### config.mk
export PLATFORM = sky130hd
export DESIGN_NAME = fminmax_reduce
export DESIGN_NICKNAME = d
export VERILOG_FILES = /design/src/rtl/fminmax_reduce_pkg.sv /design/src/rtl/fminmax_cmp.sv /design/src/rtl/fminmax_reduce.sv
export SDC_FILE = /design/constraint.sdc
export NUM_CORES = 1
export LEC_CHECK = 0
export ABC_CLOCK_PERIOD_IN_PS = 4440
export CORE_AREA = 2 2 112 114
export DETAILED_ROUTE_END_ITERATION = 10
export DIE_AREA = 0 0 114 116
export PLACE_DENSITY = 0.83
export SYNTH_ARGS = -nofsm -noshare
export SYNTH_HDL_FRONTEND = slang
export SYNTH_SLANG_ARGS = --single-unit
export TNS_END_PERCENT = 5
### constraint.sdc
create_clock -name clk -period 4.44 [get_ports clk]
set_clock_uncertainty 0.2 [all_clocks]
set_input_delay 0.888 -clock clk [delete_from_list [all_inputs] [get_ports clk]]
set_output_delay 0.888 -clock clk [all_outputs]
set_load 0.03 [all_outputs]
### src/rtl/fminmax_reduce_pkg.sv
// Shared FPU definitions for the min/max reduction engine: constants, state encoding, NaN detect.
// Latency: none (types, constants and a pure function only).
// Backpressure: not applicable.
package fminmax_reduce_pkg;

    localparam logic [31:0] FP_CANON_NAN = 32'h7FC0_0000;
    localparam logic [7:0]  FP_EXP_INF   = 8'hFF;

    typedef enum logic {
        ACCUM  = 1'b0,
        RESULT = 1'b1
    } state_t;

    // Running extremes of the stream, kept together as one wide register.
    typedef struct packed {
        logic [31:0] lo;
        logic [31:0] hi;
    } fp_pair_t;

    // Quiet and signalling NaNs alike: all-ones exponent, nonzero mantissa.
    function automatic logic fp_is_nan(input logic [31:0] x);
        return (x[30:23] == FP_EXP_INF) && (x[22:0] != 23'd0);
    endfunction

endpackage

### src/rtl/fminmax_cmp.sv
// Binary32 total-order less-than (sign-magnitude, -0 < +0, infinities as ordinary extremes) plus NaN flag on a.
// Latency: purely combinational.
// Backpressure: not applicable.
module fminmax_cmp
    import fminmax_reduce_pkg::*;
(
    input  logic [31:0] a,
    input  logic [31:0] b,
    output logic        lt,
    output logic        a_nan
);

    // Opposite signs: the negative one is smaller (this also orders -0 below +0).
    // Same sign: magnitudes compare directly for positives, reversed for negatives.
    always_comb begin
        lt = 1'b0;
        if (a[31] != b[31]) begin
            lt = a[31];
        end else if (a[31]) begin
            lt = (a[30:0] > b[30:0]);
        end else begin
            lt = (a[30:0] < b[30:0]);
        end
    end

    assign a_nan = fp_is_nan(a);

endmodule

### src/rtl/fminmax_reduce.sv
// Streaming binary32 min/max/count/NaN reduction; optional first-occurrence indices under FMINMAX_INDEX_EN.
// Latency: m_valid rises the cycle after the s_last beat is accepted; 1 beat/cycle while accumulating.
// Backpressure: result held while m_ready=0; s_ready=0 in RESULT, one bubble per stream after the handshake.
module fminmax_reduce
    import fminmax_reduce_pkg::*;
#(
    parameter int CNT_W = 16
)
(
    input  logic             clk,
    input  logic             rstn,
    input  logic             s_valid,
    output logic             s_ready,
    input  logic [31:0]      s_data,
    input  logic             s_last,
    output logic             m_valid,
    input  logic             m_ready,
    output logic [31:0]      m_min,
    output logic [31:0]      m_max,
    output logic             m_nan,
    output logic [CNT_W-1:0] m_count
`ifdef FMINMAX_INDEX_EN
    ,
    output logic [CNT_W-1:0] m_min_idx,
    output logic [CNT_W-1:0] m_max_idx
`endif
);

    state_t           state;
    state_t           state_nxt;
    fp_pair_t         acc;
    logic             nan_q;
    logic [CNT_W-1:0] cnt_q;

    logic accept;
    logic clear;
    logic data_nan;
    logic max_nan;
    logic seen;
    logic lt_min;
    logic gt_max;
    logic take_min;
    logic take_max;
    logic cnt_sat;

    // Min path: is the operand below the running minimum?
    fminmax_cmp u_cmp_min (
        .a     (s_data),
        .b     (acc.lo),
        .lt    (lt_min),
        .a_nan (data_nan)
    );

    // Max path, operands swapped: is the running maximum below the operand?
    fminmax_cmp u_cmp_max (
        .a     (acc.hi),
        .b     (s_data),
        .lt    (gt_max),
        .a_nan (max_nan)
    );

    // The max register holds the canonical NaN exactly until the first non-NaN
    // operand of the stream loads it, so it doubles as the "seen" flag.
    assign seen     = !max_nan;
    assign accept   = s_valid && s_ready;
    assign clear    = m_valid && m_ready;
    assign take_min = accept && !data_nan && (!seen || lt_min);
    assign take_max = accept && !data_nan && (!seen || gt_max);
    assign cnt_sat  = &cnt_q;

    // State register.
    always_ff @(posedge clk or negedge rstn) begin
        if (!rstn) begin
            state <= ACCUM;
        end else begin
            state <= state_nxt;
        end
    end

    // Next-state and handshake decode; s_ready/m_valid depend on state only.
    always_comb begin
        state_nxt = state;
        s_ready   = 1'b0;
        m_valid   = 1'b0;
        case (state)
            ACCUM: begin
                s_ready = 1'b1;
                if (s_valid && s_last) begin
                    state_nxt = RESULT;
                end
            end
            RESULT: begin
                m_valid = 1'b1;
                if (m_ready) begin
                    state_nxt = ACCUM;
                end
            end
        endcase
    end

    // Accumulators: cleared on result handshake, updated on each accepted beat.
    always_ff @(posedge clk or negedge rstn) begin
        if (!rstn) begin
            acc.lo <= FP_CANON_NAN;
            acc.hi <= FP_CANON_NAN;
            nan_q  <= 1'b0;
            cnt_q  <= '0;
        end else if (clear) begin
            acc.lo <= FP_CANON_NAN;
            acc.hi <= FP_CANON_NAN;
            nan_q  <= 1'b0;
            cnt_q  <= '0;
        end else if (accept) begin
            if (take_min) begin
                acc.lo <= s_data;
            end
            if (take_max) begin
                acc.hi <= s_data;
            end
            if (data_nan) begin
                nan_q <= 1'b1;
            end
            if (!cnt_sat) begin
                cnt_q <= cnt_q + 1'b1;
            end
        end
    end

`ifdef FMINMAX_INDEX_EN
    logic [CNT_W-1:0] min_idx_q;
    logic [CNT_W-1:0] max_idx_q;

    // Index of the current beat is the pre-increment count, so it saturates with it.
    always_ff @(posedge clk or negedge rstn) begin
        if (!rstn) begin
            min_idx_q <= '0;
            max_idx_q <= '0;
        end else if (clear) begin
            min_idx_q <= '0;
            max_idx_q <= '0;
        end else begin
            if (take_min) begin
                min_idx_q <= cnt_q;
            end
            if (take_max) begin
                max_idx_q <= cnt_q;
            end
        end
    end

    assign m_min_idx = min_idx_q;
    assign m_max_idx = max_idx_q;
`endif

    assign m_min   = acc.lo;
    assign m_max   = acc.hi;
    assign m_nan   = nan_q;
    assign m_count = cnt_q;

endmodule

; Word-level counts from Yosys, hierarchy flattened
; Cells that the tools add are included.
[word_totals]
register_bits = 82
input_bits = 37
output_inout_bits = 83
elab_cells = 57
[op_classes]
addsub = 1
order_cmp = 4
n_eq_ne = 5
n_mux = 19
bitwise_logic = 1
n_reduce_logical = 22
[ops]
columns = cell, count
row1 = $mux W64, 2
row2 = $mux W32, 2
row3 = $gt A31 B31 Y1, 2
row4 = $lt A31 B31 Y1, 2
row5 = $mux W16, 3
row6 = $reduce_bool A23 Y1, 2
row7 = $add A16 B1 Y16 const B, 1
row8 = $eq A8 B8 Y1 const B, 2
row9 = $reduce_and A16 Y1, 1
row10 = $mux W1, 11
row11 = $logic_and A1 B1 Y1, 8
row12 = $reduce_and A2 Y1, 4
row13 = $reduce_bool A2 Y1, 4
row14 = $logic_or A1 B1 Y1, 2
row15 = $ne A1 B1 Y1, 2
row16 = $ne A2 B2 Y1 const B, 1
row17 = $pmux W1 S2, 1
row18 = $logic_not A1 Y1, 1
row19 = $not A1 Y1, 1

; Logic depth before layout (Yosys ltp)
; Gate-level depths: netlist of the first run.
[logic_depth]
ltp_word = 8
mapped_depth = 10
mapped_depth_nobuf = 9

; By module
; A second synthesis of the first run with hierarchy kept.
[hier_totals]
hier_cells = 644
hier_area_um2 = 5345.1
[modules_own_cells]
columns = module, n_inst, cells_per_inst, area_per_inst_um2, seq_area_each_um2
row1 = fminmax_reduce, 1, 386, 3550.9, 2074.5
row2 = fminmax_cmp, 2, 129, 897.1, 0.0

; Least setup slack after synthesis of the first run
; OpenSTA, ideal clock, no wires.
[synth_timing]
path_kind = input-to-reg
from = input port s_data[4]
to = register acc, in the netlist m_min[22]
setup_time_ns = 0.075
t_arrival_ns = 2.729
path_slack_ns = 1.436
path_stages = 9
path_cell_list = ha_1 a211oi_2 nor2_1 o31a_1 o41ai_2 a32oi_1 o211ai_4 buf_12 mux2i_1
[synth_between]
elab_chain_cells = 7
elab_cells_between_ends = 12
[synth_rtl]
columns = item, line
row1 = start: declaration, fminmax_reduce.sv:14  ; input logic [31:0] s_data,
row2 = $lt A31 B31 Y1 (tied with other cells), fminmax_cmp.sv:22  ; lt = (a[30:0] < b[30:0]);
row3 = $mux W1 or $logic_and A1 B1 Y1 (tied branches), "fminmax_cmp.sv:19, fminmax_reduce_pkg.sv:22"
row4 = $mux W1 or $logic_not A1 Y1 (tied branches), "fminmax_cmp.sv:17, fminmax_reduce.sv:67"
row5 = $logic_or A1 B1 Y1 or $logic_and A1 B1 Y1 (tied branches), fminmax_reduce.sv:67  ; assign take_min = accept && !data_nan && (!seen || lt_min);
row6 = $logic_and A1 B1 Y1 *, fminmax_reduce.sv:67
row7 = $reduce_bool A2 Y1 (no source line) *, n/a
row8 = $reduce_and A2 Y1 (no source line) *, n/a
row9 = end: declaration, fminmax_reduce.sv:31  ; fp_pair_t acc;
; Mark *: on every way between the ends. The rest lies on a longest branch, timed or not.
; A chain may end at the register's enable or synchronous reset.

; Worst setup path after layout of the first run
[layout_timing]
from = input port s_data[28]
to = register acc, in the netlist m_max[23]
[layout_between]
elab_chain_cells = 7
elab_cells_between_ends = 12
[layout_rtl]
columns = item, line
row1 = $lt A31 B31 Y1 (tied with other cells), fminmax_cmp.sv:22
row2 = $mux W1 or $logic_and A1 B1 Y1 (tied branches), "fminmax_cmp.sv:19, fminmax_reduce_pkg.sv:22"
row3 = $mux W1 or $logic_not A1 Y1 (tied branches), "fminmax_cmp.sv:17, fminmax_reduce.sv:68"
row4 = $logic_or A1 B1 Y1 or $logic_and A1 B1 Y1 (tied branches), fminmax_reduce.sv:68  ; assign take_max = accept && !data_nan && (!seen || gt_max);
row5 = $logic_and A1 B1 Y1 *, fminmax_reduce.sv:68
row6 = $reduce_bool A2 Y1 (no source line) *, n/a
row7 = $reduce_and A2 Y1 (no source line) *, n/a
; Marked as above.

==> results of run 1 <==
==> metrics by stage <==
stage,power (uW),setup WS [ns],std cells
finish,4541,0.8372,819
global route,4805,0.6399,819
CTS,4552,0.8665,819
detailed placement,3717,0.5279,803
global placement,3598,0.6287,803
floorplan,2833,1.436,546
==> layout by cell type, fill, tap and decap left out, drive strengths merged, types with 4 or more instances in the layout <==
| cell type | instances |
|---|---|
| ha | 63 |
| a21oi | 22 |
| a21o | 6 |
| buf | 7 |
| o211ai | 4 |
| xor2 | 10 |
| nand2 | 75 |
| clkbuf | 10 |
| clkdlybuf4s50 | 118 |
| inv | 64 |
| and4 | 10 |
| o21a | 5 |
| and2 | 4 |
| nor2 | 47 |
| a221oi | 4 |
| nor4 | 10 |
| nand4 | 15 |
| mux2i | 63 |
| nor3 | 4 |
| o21ai | 10 |
| dfrtp | 64 |
| dfstp | 18 |
| nand3 | 8 |
==> power groups by stage <==
| stage | Clock (uW) | Sequential (uW) | Combinational, uW |
|---|---|---|---|
| 2_1_floorplan | 0 | 1830 | 1010 |
| 3_3_place_gp | 0 | 1350 | 2250 |
| 3_5_place_dp | 0 | 1360 | 2350 |
| 4_1_cts | 831 | 1350 | 2370 |
| 5_1_grt | 863 | 1400 | 2550 |
| 6_report | 823 | 1360 | 2360 |
==> cell type report <==
| class | instances | area [um2] | area share |
|---|---|---|---|
| inverters | 63 | 236.5 | 0.03406 |
| flip-flops and latches | 82 | 2074 | 0.2988 |
| clock buffers | 10 | 239.0 | 0.03442 |
| multi-input cells | 386 | 2887 | 0.4158 |
| repair buffers | 125 | 1234 | 0.1777 |
| clock inverters | 6 | 88.84 | 0.01280 |
| well taps | 147 | 183.9 | 0.02649 |
==> per-layer routing <==
| metal | wire (um) | track usage | up-vias |
|---|---|---|---|
| li1 | - | - | 2145 |
| met1 | 5863 | 0.2671 | 2259 |
| met2 | 7408 | 0.3952 | 166 |
| met3 | 919 | 0.05649 | 32 |
| met4 | 416 | 0.08862 | 0 |
| met5 | 0 | 0 | - |
==> logic make-up after synthesis <==
logic type / Yosys count / share of synthesized area
AOI/OAI and AO/OA: 65 / 0.09191
xor gates and xnor gates: 13 / 0.02134
adders and majority gates: 63 / 0.1477
buffers and inverters: 78 / 0.07034
DFF: 82 / 0.3887
muxes: 63 / 0.1182
and+or+nand+nor: 182 / 0.1618
==> final timing paths <==
check / startpoint / end / slack (ns) / cells past startpoint
max: s_data[28] / m_max[23]$_DFFE_PN1P_ / 0.84 / 11
min: m_nan$_DFFE_PN0P_ / m_nan$_DFFE_PN0P_ / 0.31 / 2
max in group asynchronous: rstn / m_count[14]$_DFFE_PN0P_ / 2.83 / 1
max reg2reg: m_min[28]$_DFFE_PN1P_ / m_min[6]$_DFFE_PN0P_ / 1.33 / 10
min reg2reg: m_nan$_DFFE_PN0P_ / m_nan$_DFFE_PN0P_ / 0.31 / 2
min in group asynchronous: rstn / m_min[20]$_DFFE_PN0P_ / 0.54 / 1
==> worst register-to-register path, delay by kind of cell (launching register included) <==
| family | cells | cell delay [ns] |
|---|---|---|
| AOI/OAI and AO/OA | 6 | 1.37 |
| adders and majority gates | 1 | 0.30 |
| buffers and inverters | 2 | 0.37 |
| DFF | 1 | 0.54 |
| muxes | 1 | 0.26 |
==> flip-flops by register name, indices dropped and copies added (netlist names) <==
register / count
state: 1
m_max: 32
m_nan: 1
m_count: 16
m_min: 32
==> results.md, run 1 <==
* Status: completed
* Post-CTS sizing at 0
* Worst setup SP type: input port
* GRT overflow at 0
* List of most frequent post-synthesis cells: nand2_1, dfrtp_1, ha_1, inv_1, mux2i_1
* Hpwl dp at 11100 um
* Synth area leader: dfrtp_1
* Total Wirelength at 14610 um
* PwrDens at 654.1 nW/um2
* Post-Syn Area per Cell at 9.774 um2
* Critical Path End Type: register
* Mapped Nets at 646
* N_diodes at 0
* Pin count of the biggest net entering global routing at 83
* CTS tree: built
* Fin crit period at 3.603 ns
* Crit Path Category: in -> reg
* Fraction of final layout cells with drive strength greater than 1 at 0.08185
* Slew Limit Fails at 0
* Slowest stage delay, CP at 0.51 ns
* Worst-Margin Slew at 1.046 ns
* Sequential area share after synthesis at 0.3887
* Final setup vio count at 0
* Max-cap violations at 0
* Seq pwr share at 0.299
* Cell area after placement at 6615 um2
* Top-count cell post-synth: nand2_1
* Fmax at 277.6 MHz
* Slew headroom at 0.3024
* DRT Pass-1 Iters at 5
* Vias/cell at 5.619
* Comb power frac at 0.520
* Gate Count Post-Synth at 546
* Synthesis-to-finish area growth at 30.11%
* Vias in the first global route at 4848
* Nets at 767
* Setup TNS at 0 ns
* Final core utilization at 0.5829
* Starting DRT DRC Count at 367
* Die Wd at 114 um
* Die area at 13220 um2
* Average wire per standard cell at 17.84 um
* H-tree levels at 3
* GRT Util Overall at 0.2256
* CTS Buf Count at 9
* Die span in y at 116 um
* Root buf cell: clkbuf_16
* Worst-path cell chain: clkdlybuf4s50_1, inv_1, ha_1, a21o_1, a21o_1, a221oi_1, o21a_1, a32oi_1, o211ai_4, buf_4, mux2i_1
* HP Class: reg -> reg
* CP bufs+invs at 3
* Int Pwr at 2587 uW
* Yosys warnings at 0
* CTS clk-pin slew, worst paths at 0.06 ns
* FP Rows at 40
* Worst Path Arrival at 3.66 ns
* RSZ-0062 raised after global routing: no
* Sw power at 1954 uW
* Starting density of the core at 0.4480
* Top delay family on crit path: compound AO/OA/AOI/OAI gates
* Finished Cell Area at 6943 um2
* Yosys cell types at 44
* Post-CTS setup buffer count at 0
* Highest net fanout along the worst path at 20
* Top Ports at 120
* # DRC at 0
* Top-area cell type share of the netlist area at 0.3001
* Worst-Skew Late Latency at 0.34 ns
* Clock sinks at 82
* Predominant post-synthesis flop cell: dfrtp_1
* Pleak at 0.003554 uW
* Final Hold Vio Count at 0
* Asr flop ratio synth at 1.000
* Final Wtd Congestion at 0.8919
* Port buffer count at 119
* Syn Std Cell Area at 5336 um2
* Clock power frac at 0.181
* CTS hold repair buffers at 0
* Fill cell count at 983
* Post-synth EDFFs at 0
* Synth area leaders: dfrtp_1, ha_1, mux2i_1, dfstp_2, nand2_1
* Worst path most repeated cell: a21o_1
* Worst vdd ir at 0.0002937 V
* Required @ worst endpoint at 4.50 ns
* DR vias at 4602
* Synth Register Bits at 82
* First-pass GRT wire length at 23730 um
* Net Sw Frac at 0.4303
* CTS Buffer Depth at 2
* Final period util at 0.8114
* Core area at 11910 um2
* Initial antenna violation count at 0
* Hold_ws at 0.3120 ns
* Worst path slowest cell: clkdlybuf4s50_1
* Post-DRT Antenna Nets at 0
Power figures use the tool's default switching activity.
==> run 2: changes to the inputs <==
- ABC_CLOCK_PERIOD_IN_PS: 4440 -> 2950
- PLACE_DENSITY: 0.83 -> 0.86
- clock period: 4.44 -> 2.95 ns (I/O delays scaled with it)
==> results.md, run 2 (same netlist as run 1, synthesis figures left out) <==
* Status: completed
* Final Hold Vio Count at 0 (unchanged)
* Average wire per standard cell at 19.24 um (+7.9%)
* Vias in the first global route at 5178 (+6.8%)
* GRT Util Overall at 0.2491 (+0.02347)
* Initial antenna violation count at 0 (unchanged)
* Top Ports at 120 (unchanged)
* GRT met2 Usage at 0.4421 (+0.04683)
* DR vias at 5033 (+9.4%)
* Final Wtd Congestion at 0.8582 (-3.8%)
* R2r setup slk at 0.04 ns (-1.29 ns)
* HP Class: in -> async
* Final period util at 0.9852
* Most crowded layer after global routing: met2
* Slew headroom at 0.3538 (+0.05139)
* CTS tree: built
* M3 GR Usage at 0.05335 (-0.003138)
* Worst setup SP type: register
* Core area at 11910 um2 (unchanged)
* Setup WS pre-CTS at -0.5796 ns (-1.108 ns)
* Pin count of the biggest net entering global routing at 74 (-11%)
* GRT overflow at 0 (unchanged)
* Worst-Margin Slew at 0.9693 ns (-0.07709 ns)
* Cell area after placement at 7131 um2 (+7.8%)
* Worst vdd ir at 0.0005407 V (+84%)
* CTS clk-pin slew, worst paths at 0.06 ns (about the same)
* Starting DRT DRC Count at 348 (-5.2%)
* Slew Limit Fails at 0 (unchanged)
* Most frequent cells in the layout: clkdlybuf4s50_1, nand2_1, buf_4, dfrtp_1, mux2i_1
* Post-DRT Antenna Nets at 0 (unchanged)
* Vias/cell at 5.636 (+0.30%)
* Commonest non-fill, non-tap cell in the layout: clkdlybuf4s50_1
* CTS Buf Count at 9 (unchanged)
* Final worst slack at 0.04374 ns (-0.7934 ns)
* Total Wirelength at 17180 um (+18%)
* Finished Cell Area at 7854 um2 (+13%)
* Required @ worst endpoint at 3.00 ns (-1.50 ns)
* Clock sinks at 82 (unchanged)
* Fill cell count at 877 (-11%)
* H-tree levels at 3 (unchanged)
* Hpwl dp at 11630 um (+4.7%)
* Crit Path Category: reg -> reg
* Hold_ws at 0.1994 ns (-0.1126 ns)
* Final setup vio count at 0 (unchanged)
* N_diodes at 0 (unchanged)
* Pleak at 0.004083 uW (+15%)
* Worst-path cell chain: nor4_1, nand4_1, o21ai_2, or2b_1, a21o_1, o211ai_4, buf_12, clkbuf_16, mux2i_1
* Root buf cell: clkbuf_16
* DRT Pass-1 Iters at 7 (+2)
* Die area at 13220 um2 (unchanged)
* Synthesis-to-finish area growth at 47.17%
* Critical Path End Type: register
* Die Wd at 114 um (unchanged)
* Slowest stage delay, CP at 0.45 ns (-0.06 ns)
* Fmax at 344.1 MHz
* Highest net fanout along the worst path at 6 (-70%)
* Die span in y at 116 um (unchanged)
* Worst-Skew Late Latency at 0.34 ns (about the same)
* M1 GR Usage at 0.2885 (+0.02135)
* Port buffer count at 119 (unchanged)
* Fraction of final layout cells with drive strength greater than 1 at 0.2292 (+0.1474)
* Starting density of the core at 0.4480 (unchanged)
* # DRC at 0 (unchanged)
* Fin crit period at 2.906 ns
* PwrDens at 944.6 nW/um2 (+44%)
* First-pass GRT wire length at 25650 um (+8.1%)
* Nets at 841 (+9.6%)
* CTS Buffer Depth at 2 (unchanged)
* FP Rows at 40 (unchanged)
* Worst Path Arrival at 2.95 ns (-0.71 ns)
* Worst path slowest cell: dfrtp_1
* Max-cap violations at 0 (unchanged)
==> run 2: cell count changes in the layout (fill, tap and decap cells not counted), moves of 9 or more <==
cell             delta
dlymetal6s2s_1      +9
clkdlybuf4s50_1    -31
dlygate4sd2_1      +13
buf_4              +61
ha_4               +10
ha_1               -10
==> run 2: layout make-up <==
| cell class | count | area [um2] | area share |
|---|---|---|---|
| multi-input combinational | 386 | 3142 | 0.4000 |
| sequential | 82 | 2074 | 0.2641 |
| timing repair buffer | 199 | 1924 | 0.2450 |
| clock buffer | 13 | 271.5 | 0.03457 |
| inverter | 63 | 236.5 | 0.03011 |
| tap | 147 | 183.9 | 0.02342 |
| clock inverter | 3 | 21.27 | 0.002708 |
==> run 2: worst paths after layout <==
kind	depth (start not counted)	from	end
max	9	m_max[2]$_DFFE_PN0P_	m_max[15]$_DFFE_PN0P_
min	1	rstn	m_max[4]$_DFFE_PN0P_
max reg2reg	9	m_max[2]$_DFFE_PN0P_	m_max[15]$_DFFE_PN0P_
min reg2reg	2	m_nan$_DFFE_PN0P_	m_nan$_DFFE_PN0P_
max in group asynchronous	2	rstn	m_max[24]$_DFFE_PN1P_
min in group clk	2	m_nan$_DFFE_PN0P_	m_nan$_DFFE_PN0P_
==> run 2: worst max-delay path, delay by kind of cell, from the launching register on <==
kind,cells,cell delay [ns]
muxes,1,0.19
and+or+nand+nor,3,0.99
AOI/OAI and AO/OA,3,0.65
DFF,1,0.45
buffers and inverters,2,0.33
==> run 2: what timing repair did <==
| item | CTS | global route |
|---|---|---|
| buffers inserted | 5 | 5 |
| hold buffers | 0 | 0 |
| pin swaps | 13 | 19 |
| gates resized for setup | 43 | 60 |
| setup endpoints to repair | 62 | 62 |
| gates cloned | 2 | 4 |
==> run 2: routing by layer <==
metal	share of wire	wire, um
met1	0.39	6672
met2	0.51	8679
met3	0.059	1019
met4	0.047	811
met5	0	0
==> run 2: per-stage QoR <==
step	setup TNS, ns	util	instances	power, uW
2_1_floorplan	0	-	546	4265
3_3_place_gp	-26.99	0.5986	865	5583
3_5_place_dp	-31.69	0.5986	865	5766
4_1_cts	0	0.6369	887	7070
5_1_grt	-0.3840	0.6593	893	7802
6_report	0	0.6593	893	7419
==> run 2: power breakdown <==
| part | switching [uW] | internal (uW) | total (uW) | leakage (uW) |
|---|---|---|---|---|
| Sequential | 483 | 1610 | 2090 | 0.00102 |
| Combinational | 2270 | 1940 | 4210 | 0.00293 |
| Clock | 469 | 647 | 1120 | 0.000138 |
==> run 3: changes to the inputs <==
- CELL_PAD_IN_SITES_DETAIL_PLACEMENT: not set -> 1
- CELL_PAD_IN_SITES_GLOBAL_PLACEMENT: not set -> 1
- CORE_AREA: 2 2 112 114 -> 2 2 127 129
- DIE_AREA: 0 0 114 116 -> 0 0 129 131
- PLACE_DENSITY: 0.86 -> 0.87
==> results.md, run 3 (same netlist as run 1, synthesis figures left out) <==
* GRT Util Overall at 0.2377 (-0.01139)
* Total power at 7784 uW (+4.9%)
* CTS clk-pin slew, worst paths at 0.06 ns (about the same)
* Sw power at 3436 uW (+6.6%)
* Nets at 833 (-0.95%)
* Port buffer count at 119 (unchanged)
* Vias in the first global route at 5638 (+8.9%)
* Fmax at 323.3 MHz (-6.1%)
* Crit Path Category: in -> reg
* Final core utilization at 0.5140 (-0.1454)
* GRT overflow at 0 (unchanged)
* Starting DRT DRC Count at 250 (-28%)
* Worst vdd ir at 0.0003934 V (-27%)
* Worst r2r src: m_max[2]$_DFFE_PN0P_
* Slew Limit Fails at 0 (unchanged)
* Final Wtd Congestion at 0.8666 (+0.98%)
* PwrDens at 971.1 nW/um2 (+2.8%)
* Worst-Skew Late Latency at 0.36 ns (+0.02 ns)
* Final period util at 1.049 (+0.06347)
* Pin count of the biggest net entering global routing at 49 (-34%)
* DRT Pass-1 Iters at 4 (-3)
* Seq pwr share at 0.273 (-0.009)
* H-tree levels at 3 (unchanged)
* Pleak at 0.004031 uW (-1.3%)
* Fraction of final layout cells with drive strength greater than 1 at 0.2534 (+0.02417)
* Inst Count DP at 929 (+7.4%)
* Average wire per standard cell at 21.68 um (+13%)
* R2R depth at 11 (+2)
* HP Class: in -> async
* # DRC at 0 (unchanged)
* Clock sinks at 82 (unchanged)
* DR vias at 5017 (-0.32%)
* Worst Path Arrival at 3.17 ns (+0.22 ns)
* CTS Buffer Depth at 2 (unchanged)
* Fin crit period at 3.093 ns (+0.1872 ns)
* RR Endpoint: m_max[2]$_DFFE_PN0P_
* N_diodes at 0 (unchanged)
* Root buf cell: clkbuf_16
* Worst-Margin Slew at 0.5386 ns (-0.4307 ns)
* Top Ports at 120 (unchanged)
* Post-DRT Antenna Nets at 0 (unchanged)
* Starting density of the core at 0.3421 (-0.1059)
* Die Wd at 129 um (+13%)
* Die span in y at 131 um (+13%)
* Final setup vio count at 32 (+32)
* CTS tree: built
* Fill cell count at 1701 (+94%)
* Required @ worst endpoint at 3.02 ns (+0.02 ns)
* Hpwl dp at 13670 um (+18%)
* Slew headroom at 0.6409 (+0.2872)
* FP Rows at 46 (+15%)
* Final Hold Vio Count at 0 (unchanged)
* Most frequent cells in the layout: clkdlybuf4s50_1, nand2_1, dfrtp_1, buf_4, mux2i_1
* Die area at 16900 um2 (+28%)
* Hold_ws at 0.006622 ns (-0.1928 ns)
* Post-route insts no fill at 954 (+6.8%)
* Max-cap violations at 0 (unchanged)
* Worst setup SP type: input port
* Core area at 15600 um2 (+31%)
* First-pass GRT wire length at 30280 um (+18%)
* Commonest non-fill, non-tap cell in the layout: clkdlybuf4s50_1
* RSZ-0062 raised after global routing: yes
* R2r setup slk at -0.08 ns (-0.12 ns)
* Final worst slack at -0.1435 ns (-0.1872 ns)
* Initial antenna violation count at 0 (unchanged)
* Net Sw Frac at 0.4414 (+0.006993)
* Setup TNS at -2.065 ns (-2.065 ns)
* Clock power frac at 0.162 (+0.012)
* Total Wirelength at 20680 um (+20%)
* Highest net fanout along the worst path at 7 (+1)
* Int Pwr at 4349 uW (+3.6%)
* Synthesis-to-finish area growth at 50.22%
* Comb power frac at 0.565 (-0.003)
* Status: finished, violations left
* Critical Path End Type: register
* Vias/cell at 5.259 (-6.7%)
* CTS Buf Count at 9 (unchanged)
* Failing checks: negative setup slack
run 3: worst max path at each step:
stage,start,to,cells after the start
4_1_cts,s_data[2],m_max[29]$_DFFE_PN1P_,13
6_report,s_data[9],m_max[2]$_DFFE_PN0P_,13
2_1_floorplan,s_data[4],m_min[22]$_DFFE_PN1P_,9
3_5_place_dp,s_data[4],m_max[4]$_DFFE_PN0P_,11
3_3_place_gp,s_data[28],m_min[30]$_DFFE_PN1P_,11
5_1_grt,s_data[9],m_max[2]$_DFFE_PN0P_,13
run 3: per-stage QoR:
stage	worst slack (ns)	instance area [um2]
after global placement	-0.5109	7192
final	-0.1435	8016
after floorplan	0.2440	5336
after CTS	0.006533	7776
after detailed placement	-0.6386	7192
after global routing	-0.1792	8016
run 3: metal layers:
layer | routed length (um) | vias to the layer above | GRT usage | share of wire
li1 | - | 2272 | - | -
met4 | 843 | 0 | 0.09655 | 0.041
met5 | 0 | - | 0 | 0
met1 | 7780 | 2511 | 0.2503 | 0.38
met2 | 11100 | 179 | 0.4472 | 0.54
met3 | 956 | 55 | 0.06637 | 0.046
run 3: what timing repair did:
action	CTS	global route
gates resized for setup	56	69
endpoints found under the setup margin	62	62
pin swaps	13	22
setup buffers	4	3
hold buffers	0	0
cloned	3	0
run 3: power by group through the flow:
stage / Clock [uW] / Combinational (uW) / Sequential [uW]
finish: 1260 / 4400 / 2120
global route: 1340 / 4680 / 2170
CTS: 1270 / 4080 / 2090
detailed placement: 0 / 3770 / 2100
global placement: 0 / 3570 / 2070
floorplan: 0 / 1510 / 2750
run 3: cell type report:
| class | instances | area [um2] | area share |
|---|---|---|---|
| inverters | 63 | 236.5 | 0.02950 |
| repair buffers | 191 | 1843 | 0.2299 |
| well taps | 216 | 270.3 | 0.03371 |
| flip-flops and latches | 82 | 2074 | 0.2588 |
| clock inverters | 5 | 77.57 | 0.009677 |
| clock buffers | 11 | 242.7 | 0.03028 |
| multi-input cells | 386 | 3272 | 0.4081 |
run 3: worst max-delay path, stage by stage:
cell	delay (ns)
clkdlybuf4s15_1	0.24
inv_1	0.10
ha_1	0.27
a21oi_2	0.21
o21a_1	0.15
nor2_1	0.07
o41ai_4	0.47
a32oi_2	0.18
o211ai_4	0.27
buf_12	0.17
buf_12	0.10
buf_16	0.13
mux2i_1	0.20
